**src/rtl/psk_acq_sweep_ctl.sv**
```systemverilog
// psk_acq_sweep_ctl: sweeps the NCO offset, dwells on one metric window per code and locks on the strongest.
// Define PSK_ACQ_RELOCK_EN to watch metrics while locked and auto-restart after LOSS_CNT weak windows.
module psk_acq_sweep_ctl #(
    parameter int OFS_W    = 5,
    parameter int MET_W    = 8,
    parameter int SKIP     = 1,
    parameter int DWELL_TO = 65535,
    parameter int THRESH   = 40,
    parameter int LOSS_CNT = 4
) (
    input  logic             clk,
    input  logic             rst_n,
    input  logic             start,
    input  logic             abort,
    input  logic             m_valid,
    input  logic [MET_W-1:0] m_value,
    output logic [OFS_W-1:0] offset,
    output logic             corr_clr,
    output logic             busy,
    output logic             locked,
    output logic             fail,
    output logic             done,
    output logic [OFS_W-1:0] best_offset,
    output logic [MET_W-1:0] best_metric
);
    typedef enum logic [2:0] {IDLE, CLEAR, DWELL, COMPARE, STEP, LOCK} state_t;

    state_t           state_q, state_d;
    logic [OFS_W-1:0] offset_q, offset_d, best_offset_q, best_offset_d;
    logic [MET_W-1:0] best_metric_q, best_metric_d, sample_q, sample_d;
    logic [15:0]      timer_q, timer_d;
    logic [7:0]       skip_q, skip_d;
    logic             busy_q, busy_d, locked_q, locked_d, fail_q, fail_d;
    logic             done_q, done_d, corr_clr_q, corr_clr_d, blocked_q, blocked_d;
    logic             trig, accept, timeout, last, lock_ok, lost;

    // start only fires once it has been seen low since the previous trigger
    assign trig    = start && !blocked_q && !abort && (state_q == IDLE || state_q == LOCK);
    assign accept  = m_valid && skip_q == 8'(SKIP);
    assign timeout = timer_q == 16'(DWELL_TO - 1);
    assign last    = offset_q == '1;
    assign lock_ok = best_metric_q >= MET_W'(THRESH);

`ifdef PSK_ACQ_RELOCK_EN
    logic [7:0] loss_q, loss_d;

    assign lost = !abort && state_q == LOCK && m_valid && m_value < MET_W'(THRESH)
                  && loss_q == 8'(LOSS_CNT - 1);

    always_comb begin
        loss_d = loss_q;
        if (state_q != LOCK || abort || trig || lost)
            loss_d = '0;
        else if (m_valid)
            loss_d = m_value < MET_W'(THRESH) ? loss_q + 8'd1 : '0;
    end

    always_ff @(posedge clk or negedge rst_n)
        if (!rst_n) loss_q <= '0;
        else        loss_q <= loss_d;
`else
    assign lost = 1'b0;
`endif

    always_ff @(posedge clk or negedge rst_n) begin
        if (!rst_n) begin
            state_q       <= IDLE;
            offset_q      <= '0;
            best_offset_q <= '0;
            best_metric_q <= '0;
            sample_q      <= '0;
            timer_q       <= '0;
            skip_q        <= '0;
            busy_q        <= 1'b0;
            locked_q      <= 1'b0;
            fail_q        <= 1'b0;
            done_q        <= 1'b0;
            corr_clr_q    <= 1'b0;
            blocked_q     <= 1'b0;
        end else begin
            state_q       <= state_d;
            offset_q      <= offset_d;
            best_offset_q <= best_offset_d;
            best_metric_q <= best_metric_d;
            sample_q      <= sample_d;
            timer_q       <= timer_d;
            skip_q        <= skip_d;
            busy_q        <= busy_d;
            locked_q      <= locked_d;
            fail_q        <= fail_d;
            done_q        <= done_d;
            corr_clr_q    <= corr_clr_d;
            blocked_q     <= blocked_d;
        end
    end

    always_comb begin
        state_d = state_q;
        if (abort)
            state_d = IDLE;
        else if (trig || lost)
            state_d = CLEAR;
        else
            case (state_q)
                CLEAR:   state_d = DWELL;
                DWELL:   state_d = (accept || timeout) ? COMPARE : DWELL;
                COMPARE: state_d = STEP;
                STEP:    state_d = !last ? CLEAR : lock_ok ? LOCK : IDLE;
                default: state_d = state_q;
            endcase
    end

    always_comb begin
        offset_d      = offset_q;
        best_offset_d = best_offset_q;
        best_metric_d = best_metric_q;
        sample_d      = sample_q;
        timer_d       = timer_q;
        skip_d        = skip_q;
        busy_d        = busy_q;
        locked_d      = locked_q;
        fail_d        = fail_q;
        done_d        = 1'b0;
        corr_clr_d    = state_d == CLEAR;
        blocked_d     = start && (blocked_q || trig);
        if (abort) begin
            busy_d   = 1'b0;
            locked_d = 1'b0;
        end else if (trig || lost) begin
            offset_d      = '0;
            best_offset_d = '0;
            best_metric_d = '0;
            fail_d        = 1'b0;
            locked_d      = 1'b0;
            busy_d        = 1'b1;
        end else
            case (state_q)
                CLEAR: begin
                    timer_d = '0;
                    skip_d  = '0;
                end
                DWELL: begin
                    timer_d = timer_q + 16'd1;
                    if (accept)
                        sample_d = m_value;
                    else if (timeout)
                        sample_d = '0;
                    else if (m_valid)
                        skip_d = skip_q + 8'd1;
                end
                COMPARE: begin
                    // strict compare keeps the lowest offset on ties
                    if (sample_q > best_metric_q) begin
                        best_metric_d = sample_q;
                        best_offset_d = offset_q;
                    end
                end
                STEP: begin
                    if (!last)
                        offset_d = offset_q + 1'b1;
                    else if (lock_ok) begin
                        offset_d = best_offset_q;
                        locked_d = 1'b1;
                        busy_d   = 1'b0;
                        done_d   = 1'b1;
                    end else begin
                        offset_d = '0;
                        fail_d   = 1'b1;
                        busy_d   = 1'b0;
                        done_d   = 1'b1;
                    end
                end
                default: ;
            endcase
    end

    assign offset      = offset_q;
    assign corr_clr    = corr_clr_q;
    assign busy        = busy_q;
    assign locked      = locked_q;
    assign fail        = fail_q;
    assign done        = done_q;
    assign best_offset = best_offset_q;
    assign best_metric = best_metric_q;
endmodule

```
**config.mk**
```make
export PLATFORM = sky130hd
export DESIGN_NAME = psk_acq_sweep_ctl
export DESIGN_NICKNAME = d
export VERILOG_FILES = /design/src/rtl/psk_acq_sweep_ctl.sv
export SDC_FILE = /design/constraint.sdc
export NUM_CORES = 1
export LEC_CHECK = 0
export CAP_MARGIN = 5
export CORE_MARGIN = 2
export CORE_UTILIZATION = 40
export DETAILED_ROUTE_END_ITERATION = 10
export PLACE_DENSITY_LB_ADDON = 0.25
export SYNTH_ARGS = -nofsm -noshare
export SYNTH_HDL_FRONTEND = slang
export SYNTH_SLANG_ARGS = --single-unit
```
**constraint.sdc**
```tcl
create_clock -name clk -period 5.3 [get_ports clk]
set_input_delay 0.53 -clock clk [delete_from_list [all_inputs] [get_ports clk]]
set_output_delay 0.53 -clock clk [all_outputs]
set_load 0.005 [all_outputs]
```
Yosys cells after proc, flatten, opt, wreduce, memory -nomap -nowiden --
Cells that the tools add are included.
Storage, ports and cells: word-level logic and storage cells 101, register bits 59, bits of input ports 13
Cells by class: reductions and logical operators 28, $add $sub $neg 3, eq/ne operators 13, bitwise gates (word level) 2, muxes and demuxes 40, $lt $le $gt $ge 2
Operators by type and width (number):
- 8-bit two-way mux | 8
- 5-bit two-way mux | 7
- 16-bit case mux with 2 select lines | 1
- 1-bit two-way mux | 18
- 16-bit by 1-bit adder with 16-bit output (second input constant) | 1
- 16-bit == test (second input constant) | 1
- 8-bit case mux with 2 select lines | 1
- 3-bit two-way mux | 4
- 3-bit case mux with 4 select lines | 1
- 2-bit nonzero test | 6
- 3-bit AND reduction | 3
- 3-bit nonzero test | 3
- 8-bit by 1-bit adder with 8-bit output (second input constant) | 1
- 8-bit by 1-bit == test with 1-bit output (second input constant) | 1
- 8-bit by 6-bit >= comparator with 1-bit output (second input constant) | 1
- 8-bit greater-than comparator | 1
- 2-bit != test (second input constant) | 4
- 4-bit AND reduction | 2
- 3-bit by 1-bit == test with 1-bit output (second input constant) | 2
- 3-bit by 2-bit == test with 1-bit output (second input constant) | 2
- 3-bit == test (second input constant) | 2
- 6-bit AND reduction | 1
- 5-bit by 1-bit adder with 5-bit output (second input constant) | 1
- 5-bit == test (second input constant) | 1
- 6 further kinds | 15

Depth between registers and ports, before layout --
Gate-level depths: netlist of the first run.
depth after elaboration 8, mapped depth 8

Worst setup path before layout of the first run --
Ideal clock, no wire load.
kind reg2reg, from register skip_q[0], to register skip_q[7], path buffers 1, slack 3.366 ns, data arrival time 1.800 ns, stages on the path, launching flop included 8, clock period less this slack 1.934 ns, path through dfrtp_1 > ha_1 > nor4b_1 > and4_1 > o31a_1 > buf_2 > o41ai_1 > a21oi_1
On the way: word-level cells in the longest chain between the ends 5, elaborated cells on any way between the ends 9
Ends and longest elaborated chain:
- start: declaration | RTL line 32 | logic [7:0] skip_q, skip_d;
- start signal: assignment | RTL line 87 | skip_q <= skip_d;
- 8-bit by 1-bit adder with 8-bit output | RTL line 149 | skip_d = skip_q + 8'd1;
- 8-bit two-way mux | RTL line 148 | else if (m_valid)
- 8-bit two-way mux | RTL line 146 | else if (timeout)
- 8-bit two-way mux | RTL line 144 | if (accept)
- 8-bit case mux with 2 select lines | RTL line 137 | case (state_q)
Parallel ways exist; a longest one is shown, timed or not. The select of a mux whose other input is x is not followed. A chain may end at the register's enable or synchronous reset.

Worst setup path in the final report of the first run --
from register state_q[1], to register sample_q[3]
On the way: word-level cells in the longest chain between the ends 5, elaborated cells on any way between the ends 7
Ends and longest elaborated chain:
- start: declaration | RTL line 28 | state_t state_q, state_d;
- start signal: assignment | RTL line 81 | state_q <= state_d;
- 3-bit == test or 3-bit zero test (tied branches) | RTL line 38 | assign trig = start && !blocked_q && !abort && (state_q == IDLE || state_q == LOCK);
- 1-bit logical OR | RTL line 38
- 1-bit logical AND | RTL line 38
- 1-bit inverter (no line)
- 4-bit AND reduction (no line) *
- end signal: assignment | RTL line 85 | sample_q <= sample_d;
- end: declaration | RTL line 30 | logic [MET_W-1:0] best_metric_q, best_metric_d, sample_q, sample_d;
Every way passes the cells marked *; elsewhere a longest branch is shown, timed or not.

==> flow_summary.json, run 1 <==
{
  "status": "finished, final reports clean",
  "clockRootBuffer": "clkbuf_8",
  "seq_area_frac_synth_pct": 47.9,
  "timing.final.ws_setup_ps": 2700,
  "cts.repair.resized": 0,
  "nets": 377,
  "routedWlPerCell_um": 14.0,
  "finalHoldViolCount": 0,
  "async_reset_ff_share_pct": 100,
  "drc": 0,
  "synth_top_area_cell": "dfrtp_1",
  "irDropWorstVdd_v": 0.000128,
  "start_util_pct": 41.8,
  "hold_buffers": 0,
  "drt_iter0_drc": 175,
  "clock-sinks": 59,
  "synthDistinctLibCells": 51,
  "hpwl_um": 4510,
  "syn_inst": 315,
  "cellPowerDensity_nw_per_um2": 278,
  "worstSkewPairLatency_ps": 340,
  "io_buffers": 35,
  "syn_nets": 342,
  "syn_to_final_growth_pct": 20.1,
  "track_usage_pct": 16.9,
  "maxCapViolCount": 0,
  "path_clk_slew_ps": 70,
  "critPathLaunchType": "flop",
  "antenna_found_initial": 0,
  "postCtsSetupBuffers": 0,
  "pre_cts_ws_ps": 2670,
  "skew_ps": 12.0,
  "ys_top_cells_by_count": "dfrtp_1 (59), nand2_1 (35), o21ai_0 (24)",
  "cp-end-kind": "flop",
  "die_h_um": 91.8,
  "avgSynthCellArea_um2": 9.78,
  "grt_max_degree": 60,
  "htree_levels": 3,
  "fin_util_pct": 50.2,
  "p_leak_uw": 0.00161,
  "synthFlopType": "dfrtp_1",
  "rows": 31,
  "synth_edf_count": 0,
  "grt_pass1_wl_um": 11500,
  "num-fill-cells": 686,
  "route.vias.total": 2438,
  "synth_area_leaders": "dfrtp_1 (48%), ha_1 (5.7%), a22o_1 (5.1%)",
  "drive_gt1_share_pct": 7.32,
  "synth_seq_cells": 59,
  "ant_nets": 0,
  "synth_area_um2": 3080,
  "tritoncts": "built",
  "grt_pass1_vias": 2449,
  "hold_path_class": "in -> async",
  "setup.worst_path.class": "reg -> reg",
  "min_period_ps": 2600,
  "first_pass_iters": 4,
  "worstPathRequired_ps": 5520,
  "fin_tns_setup_ps": 0,
  "design.core.area_um2": 7370,
  "cp.arrival_ps": 2830,
  "synth.most_common_cell": "dfrtp_1",
  "gp_congestion": 0.815,
  "grt_setup_unrepaired": "no",
  "grt-ovfl-total": 0,
  "slew_violations": 0,
  "period_share_pct": 49.1,
  "synth.top_cell.area_share_pct": 47.9,
  "slew_headroom_pct": 41.4,
  "pin_count": 36,
  "die_area_um2": 8420,
  "clock_tree.buffer_depth": 2,
  "cts_buffers": 9,
  "yosys_warnings": 0,
  "tightest_slew_ps": 874,
  "critPathMaxFanout": 13,
  "wl_um": 6330,
  "setup_viol": 0,
  "fp.dieW_um": 91.8,
  "antenna_cells": 0,
  "fmax_mhz": 384,
  "vias_per_cell": 5.37
}
-- layer usage --
layer  share of wire (%)  global-route usage (%)  vias up
met2                  47                    26.4       52
met5                   0                       0        -
met1                  47                    22.4     1165
met3                 4.3                    5.01       10
met4                 1.9                    5.72        0
li1                    -                       -     1211
-- path summary, 6_finish.rpt --
kind                            start  slack [ps]  cells past startpoint        endpoint
max                        state_q[1]        2700                      5     sample_q[3]
min                             rst_n         320                      2  best_metric[0]
max reg2reg                state_q[1]        2700                      5     sample_q[3]
min reg2reg                      fail         500                      1            fail
max in group asynchronous       rst_n        4470                      2       blocked_q
min in group clk                 fail         500                      1            fail
-- cells by family (layout without fill, tap and decap cells) --
family / count (synthesis) / in the layout / synth area share, %
buffers and inverters: 28 / 68 / 4.10
and+or+nand+nor: 123 / 123 / 21.1
AOI/OAI and AO/OA: 78 / 78 / 16.7
xor gates and xnor gates: 11 / 11 / 3.74
muxes: 2 / 2 / 0.731
DFF: 59 / 59 / 47.9
adders and majority gates: 14 / 14 / 5.69
-- layout make-up --
class / instances / area (um^2) / share of cell area, %
multi-input cells: 228 / 1480 / 40.0
flip-flops and latches: 59 / 1480 / 39.9
repair buffers: 36 / 353 / 9.54
clock buffers: 10 / 128 / 3.45
well taps: 99 / 124 / 3.35
clock inverters: 6 / 80.1 / 2.17
inverters: 16 / 60.1 / 1.62
-- worst max-delay path, stage by stage, from the launching register on --
cell	delay, ps
dfrtp_1	570
or3b_1	570
nor2_1	710
o21ai_1	410
nand2_1	170
nand2_1	60
-- state kept, by name (all words and copies together), names as in the netlist --
signal,flops
done,1
busy,1
offset,5
corr_clr,1
locked,1
sample_q,8
state_q,3
best_metric,8
blocked_q,1
best_offset,5
fail,1
timer_q,16
skip_q,8
-- stage by stage --
step,power (uW),hold slack (ps),instance area (um^2),std cells
floorplan,561,234,3080,315
global placement,597,485,3490,438
detailed placement,602,491,3490,438
CTS,1040,368,3700,454
global route,1080,418,3700,454
finish,1030,322,3700,454
-- report_power, final --
part	total [uW]	switching [uW]	internal, uW
sequential	499	30.1	469
combinational	93.3	53.4	39.9
clock	436	174	261
-- cells in the final DEF (no fill, tap or decap), drive strengths merged, types with 5 or more instances in the layout --
master / n
clkbuf: 10
dfrtp: 59
nand3: 20
nand2: 35
a22o: 18
ha: 14
a21oi: 14
or3: 7
nor3: 8
xnor2: 8
nand4: 9
o21ai: 26
a31oi: 5
inv: 16
clkdlybuf4s50: 34
nor2: 17
(Power assumes the default switching activity.)
==> run 2: changes to the inputs <==
==> constraint.sdc (replaced) <==
create_clock -name clk -period 2.2 [get_ports clk]
set_input_delay 0.22 -clock clk [delete_from_list [all_inputs] [get_ports clk]]
set_output_delay 0.22 -clock clk [all_outputs]
set_load 0.005 [all_outputs]
==> run 2 against run 1 <==
Net effect: worst setup slack worse by 2600 ps; final cell count up 3.7%; via count grew 2.1%; sequential power up 140%; count of clock-buffer cells in the layout increased by 4; first-iteration DRC count fell by 45%; core utilization grew 1.6 points; non-clock buffer count up 17; critical path type unchanged.
==> flow_summary.json, run 2 (same netlist as run 1, synthesis figures left out) <==
{
  "status": "finished, final reports clean",
  "die_h_um": 91.8,
  "start_util_pct": 41.8,
  "syn_to_final_growth_pct": 23.9,
  "cts_buffers": 9,
  "grt-ovfl-total": 0,
  "nets": 394,
  "layout_common_cells": "dfrtp_1 (59), nand2_1 (35), clkdlybuf4s50_1 (34)",
  "min_to": "sample_q[1]",
  "grt_pass1_vias": 2548,
  "timing.hold.ws_ps": 436,
  "design.core.area_um2": 7370,
  "worstPathRequired_ps": 2460,
  "clockRootBuffer": "clkbuf_8",
  "slew_violations": 0,
  "routedWlPerCell_um": 14.1,
  "r2r_start": "state_q[0]",
  "pin_count": 36,
  "path_clk_slew_ps": 60,
  "num-fill-cells": 673,
  "antenna_cells": 0,
  "tritoncts": "built",
  "drive_gt1_share_pct": 11.0,
  "r2r_cells": 5,
  "skew_ps": 11.6,
  "setup.worst_path.class": "reg -> reg",
  "placed_area_um2": 3620,
  "cp.arrival_ps": 2320,
  "timing.final.ws_setup_ps": 133,
  "worstReg2RegEnd": "skip_q[6]",
  "p_leak_uw": 0.00169,
  "htree_levels": 3,
  "grt_max_degree": 33,
  "io_buffers": 35,
  "min_period_ps": 2070,
  "finalHoldViolCount": 0,
  "fin_tns_setup_ps": 0,
  "whs_path_depth": 3,
  "grt_pass1_wl_um": 11900,
  "fmax_mhz": 484,
  "cellPowerDensity_nw_per_um2": 612,
  "slew_headroom_pct": 55.9,
  "route.vias.total": 2488,
  "hold_path_class": "in -> reg",
  "gp_congestion": 0.856,
  "hpwl_um": 4860,
  "top_register": "timer_q",
  "pre_cts_ws_ps": -20.8,
  "p_total_uw": 2340,
  "holdCritStartpoint": "m_value[1]",
  "setup_viol": 0,
  "final_area_um2": 3820,
  "tightest_slew_ps": 661,
  "fp.dieW_um": 91.8,
  "drt_iter0_drc": 97,
  "largest_reg_flops": 16,
  "ant_nets": 0,
  "vias_per_cell": 5.28,
  "cp-startpoint": "state_q[0]",
  "final_common_cell": "dfrtp_1",
  "period_share_pct": 94.0,
  "die_area_um2": 8420,
  "seqCellArea_um2": 1480,
  "critPathLaunchType": "flop",
  "critPathMaxFanout": 9,
  "grt_setup_unrepaired": "no",
  "worstSkewPairLatency_ps": 330,
  "track_usage_pct": 17.5,
  "maxCapViolCount": 0,
  "clock-sinks": 59,
  "drc": 0,
  "wl_um": 6640,
  "first_pass_iters": 4,
  "clock_tree.buffer_depth": 2,
  "irDropWorstVdd_v": 0.000322,
  "r2r_slack_ps": 130,
  "multi_input_area_um2": 1490,
  "cp-end-kind": "flop",
  "antenna_found_initial": 0,
  "rows": 31
}
## run 2: changes by cell type in the layout (fill, tap and decap cells not counted), moves of 2 or more
cell | previous run | this run
bufinv_16 | 2 | 0
clkinv_2 | 4 | 2
buf_4 | 1 | 16
clkbuf_1 | 1 | 3
clkbuf_8 | 9 | 11
## run 2: final cells by class
class / count / area share [%]
Tap cell: 99 / 3.24
Clock buffer: 14 / 4.26
Timing Repair Buffer: 53 / 13.0
Inverter: 16 / 1.57
Sequential cell: 59 / 38.7
Clock inverter: 2 / 0.262
Multi-Input combinational cell: 228 / 39.0
## run 2: critical path, stage by stage, from the launching register on
cell     delay (ps)
dfrtp_1         590
xor2_4          250
nand3_2         100
o31a_1          380
or4_1           520
a21oi_1         150
## run 2: through the flow
stage          util (%)  instances
4_1_cts            51.8        471
6_report           51.8        471
5_1_grt            51.8        471
2_1_floorplan         -        315
3_3_place_gp       49.2        454
3_5_place_dp       49.2        454
## run 2: how the worst max path moves through the flow
stage,endpoint,cells past startpoint
finish,skip_q[6],5
global route,skip_q[6],5
CTS,skip_q[4],8
detailed placement,best_metric[3],7
global placement,best_offset[2],5
floorplan,skip_q[7],7
## run 2: what timing repair did
action / in CTS / in global routing
setup endpoints to repair: 13 / 11
buffers inserted: 0 / 0
cloned: 0 / 0
pin swaps: 0 / 1
hold buffers: 1 / 0
hold endpoints to repair: 27 / 0
gates resized for setup: 1 / 2
## run 2: power breakdown
group	switching [uW]	internal (uW)
clock network	404	468
registers	55.6	1130
logic	154	124
total	613	1720
## run 2: per-layer routing
| layer | track usage [%] | up-vias | part of all wire [%] |
|---|---|---|---|
| met3 | 3.94 | 10 | 4.0 |
| met5 | 0 | - | 0 |
| li1 | - | 1251 | - |
| met4 | 7.59 | 0 | 1.8 |
| met1 | 23.3 | 1180 | 48 |
| met2 | 27.6 | 47 | 46 |
==> run 3: changes to the inputs <==
--- a/config.mk
+++ b/config.mk
@@ -10,6 +10,7 @@
 export CORE_UTILIZATION = 40
 export DETAILED_ROUTE_END_ITERATION = 10
 export PLACE_DENSITY_LB_ADDON = 0.25
+export SETUP_SLACK_MARGIN = 0.05
 export SYNTH_ARGS = -nofsm -noshare
 export SYNTH_HDL_FRONTEND = slang
 export SYNTH_SLANG_ARGS = --single-unit
==> run 3 against run 2 <==
Net effect: sequential share of layout area is 0.086 points lower; routed wire length is 0.63% higher; global-route usage stayed put; sequential cell count stayed put.
==> flow_summary.json, run 3 (same netlist as run 1, synthesis figures left out) <==
{
  "p_leak_uw": 0.00169,
  "ant_nets": 0,
  "r2r_start": "skip_q[0]",
  "final_common_cell": "dfrtp_1",
  "skew_ps": 10.7,
  "rows": 31,
  "routedWlPerCell_um": 14.2,
  "cp_slowest_cell": "or4_1",
  "start_util_pct": 41.8,
  "combPwrFrac_pct": 12.0,
  "slew_headroom_pct": 55.8,
  "crit_chain": "ha_1, nor4b_1, and4_1, o31a_1, or4_1, a21oi_1",
  "tritoncts": "built",
  "cts_buffers": 9,
  "period_share_pct": 91.8,
  "cp-end-kind": "flop",
  "grt-ovfl-total": 0,
  "stdcell_count": 472,
  "irDropWorstVdd_v": 0.000305,
  "path_clk_slew_ps": 60,
  "p_switching_uw": 615,
  "io_buffers": 35,
  "wl_um": 6690,
  "clock_tree.buffer_depth": 2,
  "grt_pass1_wl_um": 11900,
  "cellPowerDensity_nw_per_um2": 611,
  "tightest_slew_ps": 663,
  "grt_max_degree": 33,
  "min_to": "sample_q[1]",
  "htree_levels": 3,
  "route.vias.total": 2497,
  "whs_path_depth": 3,
  "num-fill-cells": 669,
  "timing.final.ws_setup_ps": 181,
  "setup_viol": 0,
  "track_usage_pct": 17.5,
  "maxCapViolCount": 0,
  "crit_buf_inv": 0,
  "worstSkewPairLatency_ps": 330,
  "nets": 395,
  "fin_tns_setup_ps": 0,
  "clockRootBuffer": "clkbuf_8",
  "antenna_found_initial": 0,
  "setup.worst_path.class": "reg -> reg",
  "status": "finished, final reports clean",
  "antenna_cells": 0,
  "fmax_mhz": 495,
  "design.core.area_um2": 7370,
  "pin_count": 36,
  "drc": 0,
  "die_area_um2": 8420,
  "hpwl_um": 4860,
  "vias_per_cell": 5.29,
  "drt_iter0_drc": 134,
  "clkPwrFrac_pct": 37.3,
  "drive_gt1_share_pct": 12.1,
  "grt_setup_unrepaired": "no",
  "top_register": "timer_q",
  "slew_violations": 0,
  "r2r_slack_ps": 180,
  "dp.cells": 454,
  "die_h_um": 91.8,
  "grt_pass1_vias": 2548,
  "holdCritStartpoint": "m_value[1]",
  "p_seq_share_pct": 50.7,
  "syn_to_final_growth_pct": 24.4,
  "power_switching_share_pct": 26.3,
  "critPathLaunchType": "flop",
  "pre_cts_ws_ps": -20.8,
  "clock-sinks": 59,
  "r2r_cells": 6,
  "cp.arrival_ps": 2280,
  "cp_top_family": "simple AND/OR/NAND/NOR gates",
  "worstPathRequired_ps": 2460,
  "critical_path.max_stage_delay_ps": 510,
  "gp_congestion": 0.856,
  "first_pass_iters": 4,
  "layout_common_cells": "dfrtp_1 (57), nand2_1 (35), clkdlybuf4s50_1 (34)",
  "min_period_ps": 2020,
  "p_int_uw": 1730,
  "critPathMaxFanout": 6,
  "hold_path_class": "in -> reg",
  "finalHoldViolCount": 0,
  "largest_reg_flops": 16,
  "fp.dieW_um": 91.8,
  "worstReg2RegEnd": "skip_q[6]"
}
[run 3: per-layer routing]
metal / vias up / global-route usage [%] / part of all wire (%)
li1: 1252 / - / -
met1: 1174 / 23.3 / 47
met2: 62 / 27.6 / 46
met3: 9 / 3.94 / 4.6
met4: 0 / 7.59 / 1.6
met5: - / 0 / 0
[run 3: how the worst max path moves through the flow]
| stage | start | end | slack [ps] | cells after the start |
|---|---|---|---|---|
| after floorplan | skip_q[0] | skip_q[7] | 270 | 7 |
| after global placement | abort | best_offset[2] | -20 | 5 |
| after detailed placement | best_metric[1] | best_metric[3] | -20 | 7 |
| after CTS | skip_q[1] | skip_q[4] | 100 | 8 |
| after global routing | best_metric[1] | best_offset[0] | 50 | 7 |
| final | skip_q[0] | skip_q[6] | 180 | 6 |
[run 3: final cells by class]
type	instances	area [um^2]	share of cell area [%]
Inverter	16	60.1	1.57
Sequential cell	59	1480	38.6
Clock buffer	14	163	4.24
Clock inverter	2	10.0	0.261
Multi-Input combinational cell	228	1490	39.0
Tap cell	99	124	3.23
Timing Repair Buffer	54	503	13.1
[run 3: metrics by stage]
| stage | cell area, um^2 | hold slack, ps | power, uW | util, % |
|---|---|---|---|---|
| after floorplan | 3080 | -75.6 | 1350 | - |
| after CTS | 3810 | 425 | 2370 | 51.8 |
| after detailed placement | 3620 | 289 | 1480 | 49.2 |
| after global routing | 3830 | 450 | 2470 | 52.0 |
| final | 3830 | 438 | 2340 | 52.0 |
| after global placement | 3620 | 293 | 1470 | 49.2 |
[run 3: timing repair]
item | in CTS | in global routing
setup buffers | 0 | 1
hold buffers | 1 | 0
endpoints found under the hold margin | 27 | 0
setup endpoints to repair | 13 | 13
pin swaps | 0 | 1
gates resized for setup | 1 | 5
[run 3: power groups by stage]
stage          Combinational [uW]  Clock [uW]  Sequential, uW
2_1_floorplan                 154           0            1200
3_3_place_gp                  269           0            1200
3_5_place_dp                  275           0            1210
4_1_cts                       281         903            1190
5_1_grt                       319         960            1200
6_report                      282         873            1190
[run 3: worst min-delay path: cells and delay by family]
kind	cells	cell delay (ps)
buf+inv	1	400
simple gates	2	110
